<file path="src/rtl/mac_dot_seq_pkg.sv">
// mac_dot_seq_pkg: shared widths, FSM state enum and the saturating add used by part4_mac
package mac_dot_seq_pkg;
  localparam int OP_W = 14;
  localparam int ACC_W = 28;
  typedef enum logic [2:0] {ST_IDLE, ST_CLEAR, ST_STREAM, ST_DRAIN, ST_DONE} state_t;
  function automatic logic signed [ACC_W-1:0] sat_add(input logic signed [ACC_W-1:0] x, input logic signed [ACC_W-1:0] y);
    logic [ACC_W:0] s;
    s = {x[ACC_W-1], x} + {y[ACC_W-1], y};
    return s[ACC_W] != s[ACC_W-1] ? (s[ACC_W] ? {1'b1, {(ACC_W-1){1'b0}}} : {1'b0, {(ACC_W-1){1'b1}}}) : s[ACC_W-1:0];
  endfunction
endpackage

</file>
<file path="src/rtl/mac_dot_seq_if.sv">
// mac_dot_seq_if: job/stream bus (start,len,in_valid,in_a,in_b in; in_ready,busy,done,result out of the slave)
interface mac_dot_seq_if import mac_dot_seq_pkg::*; #(parameter int LEN_W = 16);
  logic start;
  logic [LEN_W-1:0] len;
  logic in_valid;
  logic in_ready;
  logic signed [OP_W-1:0] in_a;
  logic signed [OP_W-1:0] in_b;
  logic busy;
  logic done;
  logic signed [ACC_W-1:0] result;
  modport master (output start, len, in_valid, in_a, in_b, input in_ready, busy, done, result);
  modport slave (input start, len, in_valid, in_a, in_b, output in_ready, busy, done, result);
endinterface

</file>
<file path="src/rtl/mac_dot_seq_mac.sv">
// part4_mac: 4-cycle pipelined saturating MAC; ports clk, reset (clears pipe+acc), valid_in/a/b in, valid_out/f out
module part4_mac import mac_dot_seq_pkg::*; (
  input  logic clk,
  input  logic reset,
  input  logic valid_in,
  input  logic signed [OP_W-1:0] a,
  input  logic signed [OP_W-1:0] b,
  output logic valid_out,
  output logic signed [ACC_W-1:0] f
);
  logic signed [OP_W-1:0] a1, b1;
  logic signed [ACC_W-1:0] p2, acc;
  logic v1, v2, v3;
  always_ff @(posedge clk) begin
    if (reset) begin
      a1 <= '0;
      b1 <= '0;
      p2 <= '0;
      acc <= '0;
      f <= '0;
      v1 <= 1'b0;
      v2 <= 1'b0;
      v3 <= 1'b0;
      valid_out <= 1'b0;
    end else begin
      a1 <= a;
      b1 <= b;
      v1 <= valid_in;
      p2 <= ACC_W'(a1) * ACC_W'(b1);
      v2 <= v1;
      if (v2) acc <= sat_add(acc, p2);
      v3 <= v2;
      f <= acc;
      valid_out <= v3;
    end
  end
endmodule

</file>
<file path="src/rtl/mac_dot_seq.sv">
// mac_dot_seq: sequences one dot-product job through part4_mac; ports clk, reset, bus (mac_dot_seq_if.slave)
module mac_dot_seq import mac_dot_seq_pkg::*; #(
  parameter int LEN_W = 16,
  parameter int MAC_LAT = 4
) (
  input logic clk,
  input logic reset,
  mac_dot_seq_if.slave bus
);
  state_t state;
  logic [LEN_W-1:0] len_q, issue_cnt, ret_cnt;
  logic mac_rst, mac_vout, fire, ret_last;
  logic signed [ACC_W-1:0] mac_f;
  logic [MAC_LAT-1:0] vin_hist;
  assign bus.in_ready = state == ST_STREAM && issue_cnt < len_q;
  assign fire = bus.in_valid && bus.in_ready;
  assign mac_rst = reset || state == ST_CLEAR;
  assign ret_last = mac_vout && (state == ST_STREAM || state == ST_DRAIN) && ret_cnt + LEN_W'(1) == len_q;
  part4_mac u_mac (
    .clk(clk),
    .reset(mac_rst),
    .valid_in(fire),
    .a(bus.in_a),
    .b(bus.in_b),
    .valid_out(mac_vout),
    .f(mac_f)
  );
  always_ff @(posedge clk) begin
    if (reset) begin
      state <= ST_IDLE;
      len_q <= '0;
      issue_cnt <= '0;
      ret_cnt <= '0;
      bus.result <= '0;
      bus.done <= 1'b0;
      bus.busy <= 1'b0;
    end else begin
      bus.done <= 1'b0;
      if (fire) issue_cnt <= issue_cnt + LEN_W'(1);
      if (mac_vout && (state == ST_STREAM || state == ST_DRAIN)) ret_cnt <= ret_cnt + LEN_W'(1);
      case (state)
        ST_IDLE: if (bus.start) begin
          len_q <= bus.len;
          issue_cnt <= '0;
          ret_cnt <= '0;
          bus.busy <= 1'b1;
          state <= ST_CLEAR;
        end
        ST_CLEAR: if (len_q == '0) begin
          bus.result <= '0;
          bus.done <= 1'b1;
          state <= ST_DONE;
        end else state <= ST_STREAM;
        ST_STREAM, ST_DRAIN: if (ret_last) begin
          bus.result <= mac_f;
          bus.done <= 1'b1;
          state <= ST_DONE;
        end else if (state == ST_STREAM && issue_cnt == len_q) state <= ST_DRAIN;
        default: begin
          bus.busy <= 1'b0;
          state <= ST_IDLE;
        end
      endcase
    end
  end
  // every issued pair must come back exactly MAC_LAT cycles later unless the MAC was cleared meanwhile
  always_ff @(posedge clk) begin
    vin_hist <= mac_rst ? '0 : {vin_hist[MAC_LAT-2:0], fire};
    if (!mac_rst) assert (mac_vout == vin_hist[MAC_LAT-1]);
  end
endmodule

</file>
<file path="src/flat_wrapper.sv">
// flat-port wrapper written by rule: the top's interface ports become plain ports
module mac_dot_seq_flat import mac_dot_seq_pkg::*;
#(
  parameter int LEN_W = 16,
  parameter int MAC_LAT = 4
)
  (clk, reset, bus_start, bus_len, bus_in_valid, bus_in_a, bus_in_b, bus_in_ready, bus_busy, bus_done, bus_result);
  mac_dot_seq_if #(.LEN_W(LEN_W)) bus_i ();
  input logic clk;
  input logic reset;
  input wire logic [$bits(bus_i.start)-1:0] bus_start;
  input wire logic [$bits(bus_i.len)-1:0] bus_len;
  input wire logic [$bits(bus_i.in_valid)-1:0] bus_in_valid;
  input wire logic [$bits(bus_i.in_a)-1:0] bus_in_a;
  input wire logic [$bits(bus_i.in_b)-1:0] bus_in_b;
  output wire logic [$bits(bus_i.in_ready)-1:0] bus_in_ready;
  output wire logic [$bits(bus_i.busy)-1:0] bus_busy;
  output wire logic [$bits(bus_i.done)-1:0] bus_done;
  output wire logic [$bits(bus_i.result)-1:0] bus_result;
  assign bus_i.start = bus_start;
  assign bus_i.len = bus_len;
  assign bus_i.in_valid = bus_in_valid;
  assign bus_i.in_a = bus_in_a;
  assign bus_i.in_b = bus_in_b;
  assign bus_in_ready = bus_i.in_ready;
  assign bus_busy = bus_i.busy;
  assign bus_done = bus_i.done;
  assign bus_result = bus_i.result;
  mac_dot_seq #(.LEN_W(LEN_W), .MAC_LAT(MAC_LAT)) u_core (.clk(clk), .reset(reset), .bus(bus_i));
endmodule
</file>
<file path="config.mk">
export PLATFORM = sky130hd
export DESIGN_NAME = mac_dot_seq_flat
export DESIGN_NICKNAME = d
export VERILOG_FILES = /design/src/rtl/mac_dot_seq_pkg.sv /design/src/rtl/mac_dot_seq_if.sv /design/src/rtl/mac_dot_seq_mac.sv /design/src/rtl/mac_dot_seq.sv /design/src/flat_wrapper.sv
export SDC_FILE = /design/constraint.sdc
export NUM_CORES = 1
export LEC_CHECK = 0
export CORE_UTILIZATION = 56
export DETAILED_ROUTE_END_ITERATION = 6
export PLACE_DENSITY = 0.75
export SLEW_MARGIN = 20
export SYNTH_ARGS = -nofsm -noshare
export SYNTH_HDL_FRONTEND = slang
export SYNTH_SLANG_ARGS = --single-unit
</file>
<file path="constraint.sdc">
create_clock -name clk -period 8.5 [get_ports clk]
set_input_delay 1.7 -clock clk [delete_from_list [all_inputs] [get_ports clk]]
set_output_delay 1.7 -clock clk [all_outputs]
set_load 0.05 [all_outputs]
</file>
==> impl_metrics.yaml, run 1 <==
clocking:
  ctsHtreeMaxLevel: 4
  cts-resized-gates: 0
  cts_setup_buffers: 0
  holdBufCountCts: 0
  clockBufferDepth: 2
  clk_latency_ns: 0.45
  cts_num_sinks: 197
  cts_tree: "yes"
  numCtsBuffers: 17
  clkTransAtPathRegs_ns: 0.08
  cts_root_buf: "clkbuf_16"
detailed_routing:
  dr.pass1.iters: 5
  postRouteAntennaNets: 0
  via_count: 12000
  wl_per_cell_microns: 16.0
  drc: 0
  routed_wl_mm: 35.4
  via_per_inst: 5.45
  drtIter0Drc: 600
die:
  pin_count: 79
  coreArea_sq_um: 28700
  die_x_microns: 173
  core.rowCount: 62
  die_y_microns: 173
  initial_core_util_pct: 56.8
  die-area_sq_um: 29800
synth:
  yosysSeqAreaShare_pct: 24.2
  async_flop_share_pct: 0
  synth_top_area_share_pct: 24.2
  ys.flop_type: "dfxtp_1"
  synth_area_leader_cell: "dfxtp_1"
  synth_area_leaders: "dfxtp_1 24%, fa_1 24%, ha_1 8.7%"
  synth_cells: 1785
  ys_warn_count: 0
  synth_fp_nets: 2142
  netlist_area_sq_um: 16300
  ys_ff_latch: 197
  synth_edf_count: 0
  ys_types: 72
  postSynthAreaPerCell_sq_um: 9.14
power_and_ir_drop:
  ir_drop_v: 0.000157
  p_per_area_nw_per_um2: 173
  leakagePower_nw: 8.39
timing:
  clock_skew_ns: 0.0123
  rsz0062_at_grt: "no"
  finalSetupTns_ns: 0
  timing.final.crit_period_ns: 6.35
  hold_violations: 0
  tightest_slew_ns: 0.938
  fin_crit_sh_pct: 74.7
  drv_slew: 0
  worst_slack_ns: 2.15
  max_slew_margin_pct: 37.5
  fmax_mhz: 157
  setup_viol: 0
placed_design:
  place_area_sq_um: 17300
  place_hpwl_mm: 27.9
  io_buffers: 78
  gp_congestion: 0.902
  dpl.cell_count: 2178
  pre_cts_ws_ns: 2.14
critical_path:
  crit_path_start_kind: "register"
  cp_max_fo: 14
  path_class: "reg -> reg"
  cp.arrival_ns: 6.67
  endpoint_kind: "register"
  worst_ep_required_time_ns: 8.82
final_layout:
  layoutNonFillerInstCount: 2211
  syn_to_final_growth_pct: 9.81
  final_cell_area_sq_um: 17900
  final_nets: 2171
  drive_above_1_share_pct: 4.00
  diodes: 0
  num-fill-cells: 2469
outcome:
  status: "finished clean"
grt:
  grt_pass1_vias: 12500
  grt_start_max_net_pins: 68
  grt_antenna_before_repair: 0
  grt_pass1_wl_mm: 61.5
  grt_usage_pct: 25.2
  gr-total-overflow: 0
worst_hold_path:
  worstHoldPathType: "reg -> reg"
flow_run:
  max_cap_violations: 0
## final cells by class
| type | count | area, sq um | area share [%] |
|---|---|---|---|
| clock inverter | 13 | 136 | 0.762 |
| multi-input combinational | 1264 | 11100 | 62.2 |
| tap | 384 | 480 | 2.68 |
| timing repair buffer | 85 | 837 | 4.67 |
| sequential | 197 | 3940 | 22.0 |
| clock buffer | 19 | 433 | 2.42 |
| inverter | 249 | 935 | 5.22 |
## metrics by stage
stage | hold slack (ns) | total power, mW | util [%]
after detailed placement | 0.421 | 2.31 | 60.3
after CTS | 0.439 | 3.11 | 62.3
final | 0.435 | 3.09 | 62.4
after floorplan | 0.406 | 2.01 | -
after global placement | 0.411 | 2.27 | 60.3
after global routing | 0.457 | 3.34 | 62.4
## cell families (layout without fill, tap and decap cells)
group	count (synthesis)	in the layout	share of synthesized area, %
AND/OR/NAND/NOR	597	597	18.9
buffers and inverters	324	366	7.59
adder cells (fa/ha/maj)	310	310	32.8
AO/OA/AOI/OAI	256	256	11.1
flip-flops	197	197	24.2
XOR/XNOR	95	95	5.10
multiplexers	6	6	0.376
## final timing paths
path / from / to / slack, ns / cells after the start
max reg2reg: u_core.u_mac.b1[2] / u_core.u_mac.p2[25] / 2.15 / 19
min: u_core.u_mac.v3 / u_core.u_mac.valid_out / 0.44 / 1
max: u_core.u_mac.b1[2] / u_core.u_mac.p2[25] / 2.15 / 19
min reg2reg: u_core.u_mac.v3 / u_core.u_mac.valid_out / 0.44 / 1
## per-layer routing
| layer | share of wire [%] | up-vias | track usage [%] |
|---|---|---|---|
| met3 | 3.6 | 54 | 3.28 |
| li1 | - | 5794 | - |
| met2 | 48 | 268 | 42.5 |
| met5 | 0 | - | 0 |
| met4 | 2.0 | 0 | 7.51 |
| met1 | 47 | 5932 | 33.7 |
## registers in the layout, summed over array words and instances (netlist names)
signal,count
u_core.u_mac.p2,28
u_core.u_mac.v1,1
u_core.bus.busy,1
u_core.u_mac.v3,1
u_core.bus.result,28
u_core.u_mac.acc,28
u_core.u_mac.valid_out,1
u_core.state,3
u_core.u_mac.f,28
u_core.len_q,16
u_core.ret_cnt,16
u_core.u_mac.a1,14
u_core.issue_cnt,16
u_core.u_mac.b1,14
u_core.u_mac.v2,1
u_core.bus.done,1
## power by group
group	switching, mW	internal, mW
Clock	0.399	0.392
Sequential	0.0880	0.985
Combinational	0.705	0.521
Total	1.19	1.90
## cell usage in the layout, fill, tap and decap left out, types with 4 or more instances in the layout
| master | Yosys | routed |
|---|---|---|
| a211oi_1 | 10 | 10 |
| a21o_1 | 25 | 25 |
| a21oi_1 | 72 | 72 |
| a22o_1 | 21 | 21 |
| a22o_2 | 8 | 8 |
| a2bb2oi_1 | 27 | 27 |
| a31oi_1 | 5 | 5 |
| and2_1 | 174 | 173 |
| and3_1 | 12 | 12 |
| buf_4 | 0 | 6 |
| clkbuf_16 | 0 | 17 |
| clkdlybuf4s50_1 | 0 | 78 |
| dfxtp_1 | 197 | 197 |
| fa_1 | 196 | 196 |
| ha_1 | 113 | 113 |
| inv_1 | 249 | 249 |
| inv_6 | 0 | 5 |
| mux2i_1 | 5 | 4 |
| nand2_1 | 169 | 169 |
| nand2b_1 | 17 | 17 |
| nand3_1 | 32 | 32 |
| nand4_1 | 12 | 12 |
| nor2_1 | 100 | 99 |
| nor2b_1 | 14 | 13 |
| nor3_1 | 25 | 25 |
| nor4_1 | 6 | 6 |
| o211ai_1 | 10 | 10 |
| o21a_1 | 9 | 9 |
| o21ai_0 | 34 | 34 |
| o31ai_1 | 6 | 6 |
| or2_2 | 9 | 9 |
| or3_1 | 5 | 5 |
| xnor2_1 | 52 | 52 |
| xor2_1 | 43 | 43 |
## cell usage after synthesis (4+ instances only)
master / n
buf_2: 5
a22o_1: 21
o31ai_1: 6
nor3_1: 25
nor2b_1: 14
dfxtp_1: 197
a21oi_1: 72
o21a_1: 9
a211oi_1: 10
or3_1: 5
xor2_1: 43
nor4_1: 6
o211ai_1: 10
o21ai_0: 34
a21o_1: 25
nand2b_1: 17
a31oi_1: 5
a22o_2: 8
nand3_1: 32
and2_1: 174
nand2_1: 169
buf_1: 4
xnor2_1: 52
or2_2: 9
nor2_1: 100
inv_1: 249
a2bb2oi_1: 27
nand4_1: 12
ha_1: 113
and3_1: 12
fa_1: 196
clkbuf_1: 64
mux2i_1: 5
## critical path, stage by stage, from the launching register on
cell and delay [ns]:
dfxtp_1 0.61, nand2_1 0.24, fa_1 0.56, fa_1 0.69, inv_1 0.18, fa_1 0.49
fa_1 0.50, fa_1 0.49, inv_1 0.05, fa_1 0.50, inv_1 0.04, ha_1 0.33
and3_1 0.22, a221oi_1 0.34, o21ai_0 0.18, nor2_1 0.12, a21oi_1 0.11, o41ai_1 0.34
xor2_1 0.19, nor2_1 0.05
No activity file was read; power rests on OpenSTA's default activity.
==> run 2, diff against run 1 <==
==> constraint.sdc (replaced) <==
create_clock -name clk -period 6 [get_ports clk]
set_input_delay 1.2 -clock clk [delete_from_list [all_inputs] [get_ports clk]]
set_output_delay 1.2 -clock clk [all_outputs]
set_load 0.05 [all_outputs]
==> impl_metrics.yaml, run 2 (same netlist as run 1, synthesis figures left out) <==
detailed_routing:
  drc: 0
  dr.pass1.iters: 5
  postRouteAntennaNets: 0
  drtIter0Drc: 743
  routed_wl_mm: 36.4
  wl_per_cell_microns: 16.2
  via_per_inst: 5.43
  via_count: 12200
die:
  die-area_sq_um: 29800
  core.rowCount: 62
  die_y_microns: 173
  coreArea_sq_um: 28700
  die_x_microns: 173
  pin_count: 79
  initial_core_util_pct: 56.8
clocking:
  holdBufCountCts: 0
  clockBufferDepth: 2
  numCtsBuffers: 17
  cts_num_sinks: 197
  ctsHtreeMaxLevel: 4
  clk_latency_ns: 0.45
  cts_tree: "yes"
  clkTransAtPathRegs_ns: 0.08
  cts_root_buf: "clkbuf_16"
power_and_ir_drop:
  p_clk_share_pct: 25.9
  leakagePower_nw: 8.59
  internal_power_mw: 2.80
  seq_power_share_pct: 33.1
  total_power_mw: 4.52
  p_per_area_nw_per_um2: 247
  combPwrFrac_pct: 41.0
  switchingPower_mw: 1.72
  switching_share_pct: 38.1
  ir_drop_v: 0.000230
timing:
  worst_slack_ns: 0.236
  timing.final.crit_period_ns: 5.76
  drv_slew: 0
  max_slew_margin_pct: 35.1
  hold_violations: 0
  finalSetupTns_ns: 0
  fin_crit_sh_pct: 96.1
  fmax_mhz: 173
  setup_viol: 0
  clock_skew_ns: 0.0168
  tightest_slew_ns: 0.973
grt:
  grtUsageMet3_pct: 3.14
  gr-total-overflow: 0
  grt_use_met1_pct: 35.6
  grt_use_met2_pct: 43.4
  grt_start_max_net_pins: 67
  grt_usage_pct: 25.9
  grt_pass1_wl_mm: 62.6
  grt_antenna_before_repair: 0
  grt_busiest_layer: "met2"
  grt_pass1_vias: 12700
final_layout:
  num-fill-cells: 2386
  final_nets: 2203
  syn_to_final_growth_pct: 12.3
  final_cell_mix: "249 x inv_1, 195 x fa_1, 179 x dfxtp_1"
  layout_commonest_cell: "inv_1"
  postLayoutCoreUtil_pct: 63.8
  diodes: 0
  layoutNonFillerInstCount: 2242
  drive_above_1_share_pct: 7.53
outcome:
  status: "finished clean"
critical_path:
  cp_max_fo: 8
  worst_ep_required_time_ns: 6.32
  crit_path_start_kind: "register"
  cp.arrival_ns: 6.09
  path_class: "reg -> reg"
  endpoint_kind: "register"
placed_design:
  gp_congestion: 0.916
  io_buffers: 78
  dpl.cell_count: 2209
  pre_cts_ws_ns: -0.162
  place_hpwl_mm: 28.7
worst_hold_path:
  worstHoldPathType: "reg -> reg"
flow_run:
  max_cap_violations: 0
-- run 2: routing by layer --
layer  part of all wire [%]  up-vias
met5                      0        -
met4                    1.5        0
met3                    4.2       53
met2                     48      300
met1                     46     5960
li1                       -     5859
-- run 2: timing repair --
action                                  4_1_cts  5_1_grt
pin swaps                                     0        8
cloned                                        0        0
endpoints found under the setup margin        4       10
gates resized for setup                       9       31
buffers inserted                              0        1
-- run 2: power groups by stage --
stage          sequential (mW)  combinational (mW)  clock [mW]
4_1_cts                   1.49                1.83        1.19
5_1_grt                   1.51                2.12        1.25
3_3_place_gp              1.53                1.76           0
2_1_floorplan             1.47                1.38           0
6_report                  1.50                1.85        1.17
3_5_place_dp              1.52                1.81           0
-- run 2: worst paths after layout --
path | start | endpoint | slack [ns] | cells after the start
min reg2reg | u_core.u_mac.v1 | u_core.u_mac.v2 | 0.44 | 1
max | u_core.u_mac.b1[2] | u_core.u_mac.p2[26] | 0.24 | 22
max reg2reg | u_core.u_mac.b1[2] | u_core.u_mac.p2[26] | 0.24 | 22
min | u_core.u_mac.v1 | u_core.u_mac.v2 | 0.44 | 1
-- run 2: critical path: stages, from the launching register on --
cell and delay, ns:
dfxtp_4 0.36, buf_4 0.16, and2_1 0.16, fa_1 0.55, inv_1 0.05, fa_1 0.47
inv_1 0.05, fa_1 0.45, ha_1 0.31, fa_1 0.49, inv_1 0.05, fa_1 0.49
inv_1 0.05, ha_1 0.38, o21ai_0 0.18, a211oi_2 0.27, a221o_1 0.20, nor4bb_2 0.35
o31ai_2 0.10, buf_4 0.14, a21oi_1 0.16, xnor2_1 0.13, nor2_1 0.05
-- run 2: per-stage QoR --
step                hold slack, ns  instance area (sq um)
global route                 0.455                  18300
floorplan                    0.406                  16300
detailed placement           0.413                  17600
finish                       0.435                  18300
global placement             0.414                  17600
CTS                          0.439                  18200
-- run 2: final cells by class --
type	instances	area, sq um	area share [%]
clock buffers	17	425	2.32
clock inverters	14	165	0.902
well taps	384	480	2.62
inverters	249	935	5.10
multi-input cells	1264	11200	61.3
repair buffers	117	1120	6.11
flip-flops and latches	197	3970	21.7
==> run 3, diff against run 2 <==
--- a/config.mk
+++ b/config.mk
@@ -7,6 +7,7 @@
 export LEC_CHECK = 0
 export CORE_UTILIZATION = 56
 export DETAILED_ROUTE_END_ITERATION = 6
+export HOLD_SLACK_MARGIN = 0.03
 export PLACE_DENSITY = 0.75
 export SLEW_MARGIN = 20
 export SYNTH_ARGS = -nofsm -noshare
==> constraint.sdc (replaced) <==
create_clock -name clk -period 6.9 [get_ports clk]
set_input_delay 1.035 -clock clk [delete_from_list [all_inputs] [get_ports clk]]
set_output_delay 1.035 -clock clk [all_outputs]
set_load 0.05 [all_outputs]
==> impl_metrics.yaml, run 3 (same netlist as run 1, synthesis figures left out) <==
placed_design:
  gp_congestion: 0.896
  pre_cts_ws_ns: 0.456
  place_area_sq_um: 17300
  io_buffers: 78
  place_hpwl_mm: 27.6
  dpl.cell_count: 2180
final_layout:
  layout_commonest_cell: "inv_1"
  syn_to_final_growth_pct: 9.92
  multi_input_area_sq_um: 11100
  num-fill-cells: 2389
  final_cell_mix: "249 x inv_1, 197 x dfxtp_1, 196 x fa_1"
  final_nets: 2173
  final_cell_area_sq_um: 17900
  diodes: 0
  layoutNonFillerInstCount: 2213
  postLayoutCoreUtil_pct: 62.4
  regArea_sq_um: 3940
  drive_above_1_share_pct: 4.10
timing:
  fin_crit_sh_pct: 94.6
  hold_violations: 0
  drv_slew: 0
  max_slew_margin_pct: 38.8
  whs_ns: 0.431
  tightest_slew_ns: 0.918
  rsz0062_at_grt: "no"
  finalSetupTns_ns: 0
  timing.final.crit_period_ns: 6.53
  setup_viol: 0
  worst_slack_ns: 0.370
  clock_skew_ns: 0.0148
  fmax_mhz: 153
clocking:
  cts_num_sinks: 197
  numCtsBuffers: 17
  ctsHtreeMaxLevel: 4
  cts_setup_buffers: 0
  clockBufferDepth: 2
  clkTransAtPathRegs_ns: 0.08
  cts_tree: "yes"
  clk_latency_ns: 0.45
  cts-resized-gates: 0
  holdBufCountCts: 0
  cts_root_buf: "clkbuf_16"
grt:
  grt_antenna_before_repair: 0
  grt_usage_pct: 25.2
  grt_pass1_vias: 12500
  grt_pass1_wl_mm: 61.1
  gr-total-overflow: 0
  grt_start_max_net_pins: 68
critical_path:
  ff2ff_setup_slack_ns: 0.37
  worst_ep_required_time_ns: 7.22
  path_class: "reg -> reg"
  r2r-end: "u_core.u_mac.p2[25]"
  cp_max_fo: 14
  timing.rr.start: "u_core.u_mac.a1[13]"
  endpoint_kind: "register"
  reg2regPathDepth: 19
  crit_path_start_kind: "register"
  cp.arrival_ns: 6.85
detailed_routing:
  drc: 0
  via_per_inst: 5.41
  routed_wl_mm: 35.5
  dr.pass1.iters: 5
  postRouteAntennaNets: 0
  wl_per_cell_microns: 16.0
  drtIter0Drc: 721
  via_count: 12000
power_and_ir_drop:
  p_per_area_nw_per_um2: 213
  ir_drop_v: 0.000167
  leakagePower_nw: 8.40
  total_power_mw: 3.81
die:
  pin_count: 79
  coreArea_sq_um: 28700
  initial_core_util_pct: 56.8
  die_x_microns: 173
  die-area_sq_um: 29800
  die_y_microns: 173
  core.rowCount: 62
worst_hold_path:
  worstHoldPathType: "reg -> reg"
  hold_end: "u_core.u_mac.valid_out"
  holdCritStartpoint: "u_core.u_mac.v3"
  whs_path_depth: 1
outcome:
  status: "finished clean"
flow_run:
  max_cap_violations: 0
## run 3: cell count changes in the layout (fill, tap and decap cells not counted), moves of 3 or more
cell and delta:
o21ai_0 +3, inv_6 +3, buf_12 -3, dfxtp_2 -16
dfxtp_1 +18, ha_1 +3, buf_4 -26
## run 3: how the worst max path moves through the flow
| stage | slack, ns | from | cells after the start | to |
|---|---|---|---|---|
| floorplan | 1.0 | u_core.u_mac.a1[13] | 20 | u_core.u_mac.p2[25] |
| global placement | 0.74 | u_core.u_mac.a1[13] | 19 | u_core.u_mac.p2[25] |
| detailed placement | 0.46 | u_core.u_mac.a1[13] | 19 | u_core.u_mac.p2[25] |
| CTS | 0.44 | u_core.u_mac.a1[13] | 19 | u_core.u_mac.p2[25] |
| global route | 0.004 | u_core.u_mac.b1[0] | 21 | u_core.u_mac.p2[25] |
| finish | 0.37 | u_core.u_mac.a1[13] | 19 | u_core.u_mac.p2[25] |
## run 3: final cells by class
class	instances	share of cell area, %
clock inverter	13	0.782
clock buffer	19	2.42
sequential	197	22.0
multi-input combinational	1264	62.2
timing repair buffer	87	4.75
tap	384	2.68
inverter	249	5.21
## run 3: metal layers
metal | share of wire (%) | up-vias | global-route usage (%)
li1 | - | 5800 | -
met2 | 49 | 269 | 43.5
met3 | 3.7 | 45 | 3.14
met4 | 1.2 | 0 | 6.40
met5 | 0 | - | 0
met1 | 46 | 5869 | 33.4
## run 3: critical path: stages, from the launching register on
cell,delay (ns)
dfxtp_1,0.60
nand2_1,0.22
fa_1,0.55
fa_1,0.71
inv_1,0.21
fa_1,0.49
fa_1,0.50
fa_1,0.49
inv_1,0.05
fa_1,0.50
inv_1,0.04
ha_1,0.33
and3_1,0.22
a221oi_1,0.37
o21ai_0,0.21
nor2_1,0.12
a21oi_1,0.11
o41ai_1,0.42
xor2_1,0.21
nor2_1,0.05
## run 3: power breakdown
| part | switching, mW | total [mW] | internal (mW) | leakage (nW) |
|---|---|---|---|---|
| clock network | 0.494 | 0.976 | 0.482 | 0.275 |
| logic | 0.872 | 1.52 | 0.644 | 6.52 |
| registers | 0.106 | 1.32 | 1.21 | 1.60 |
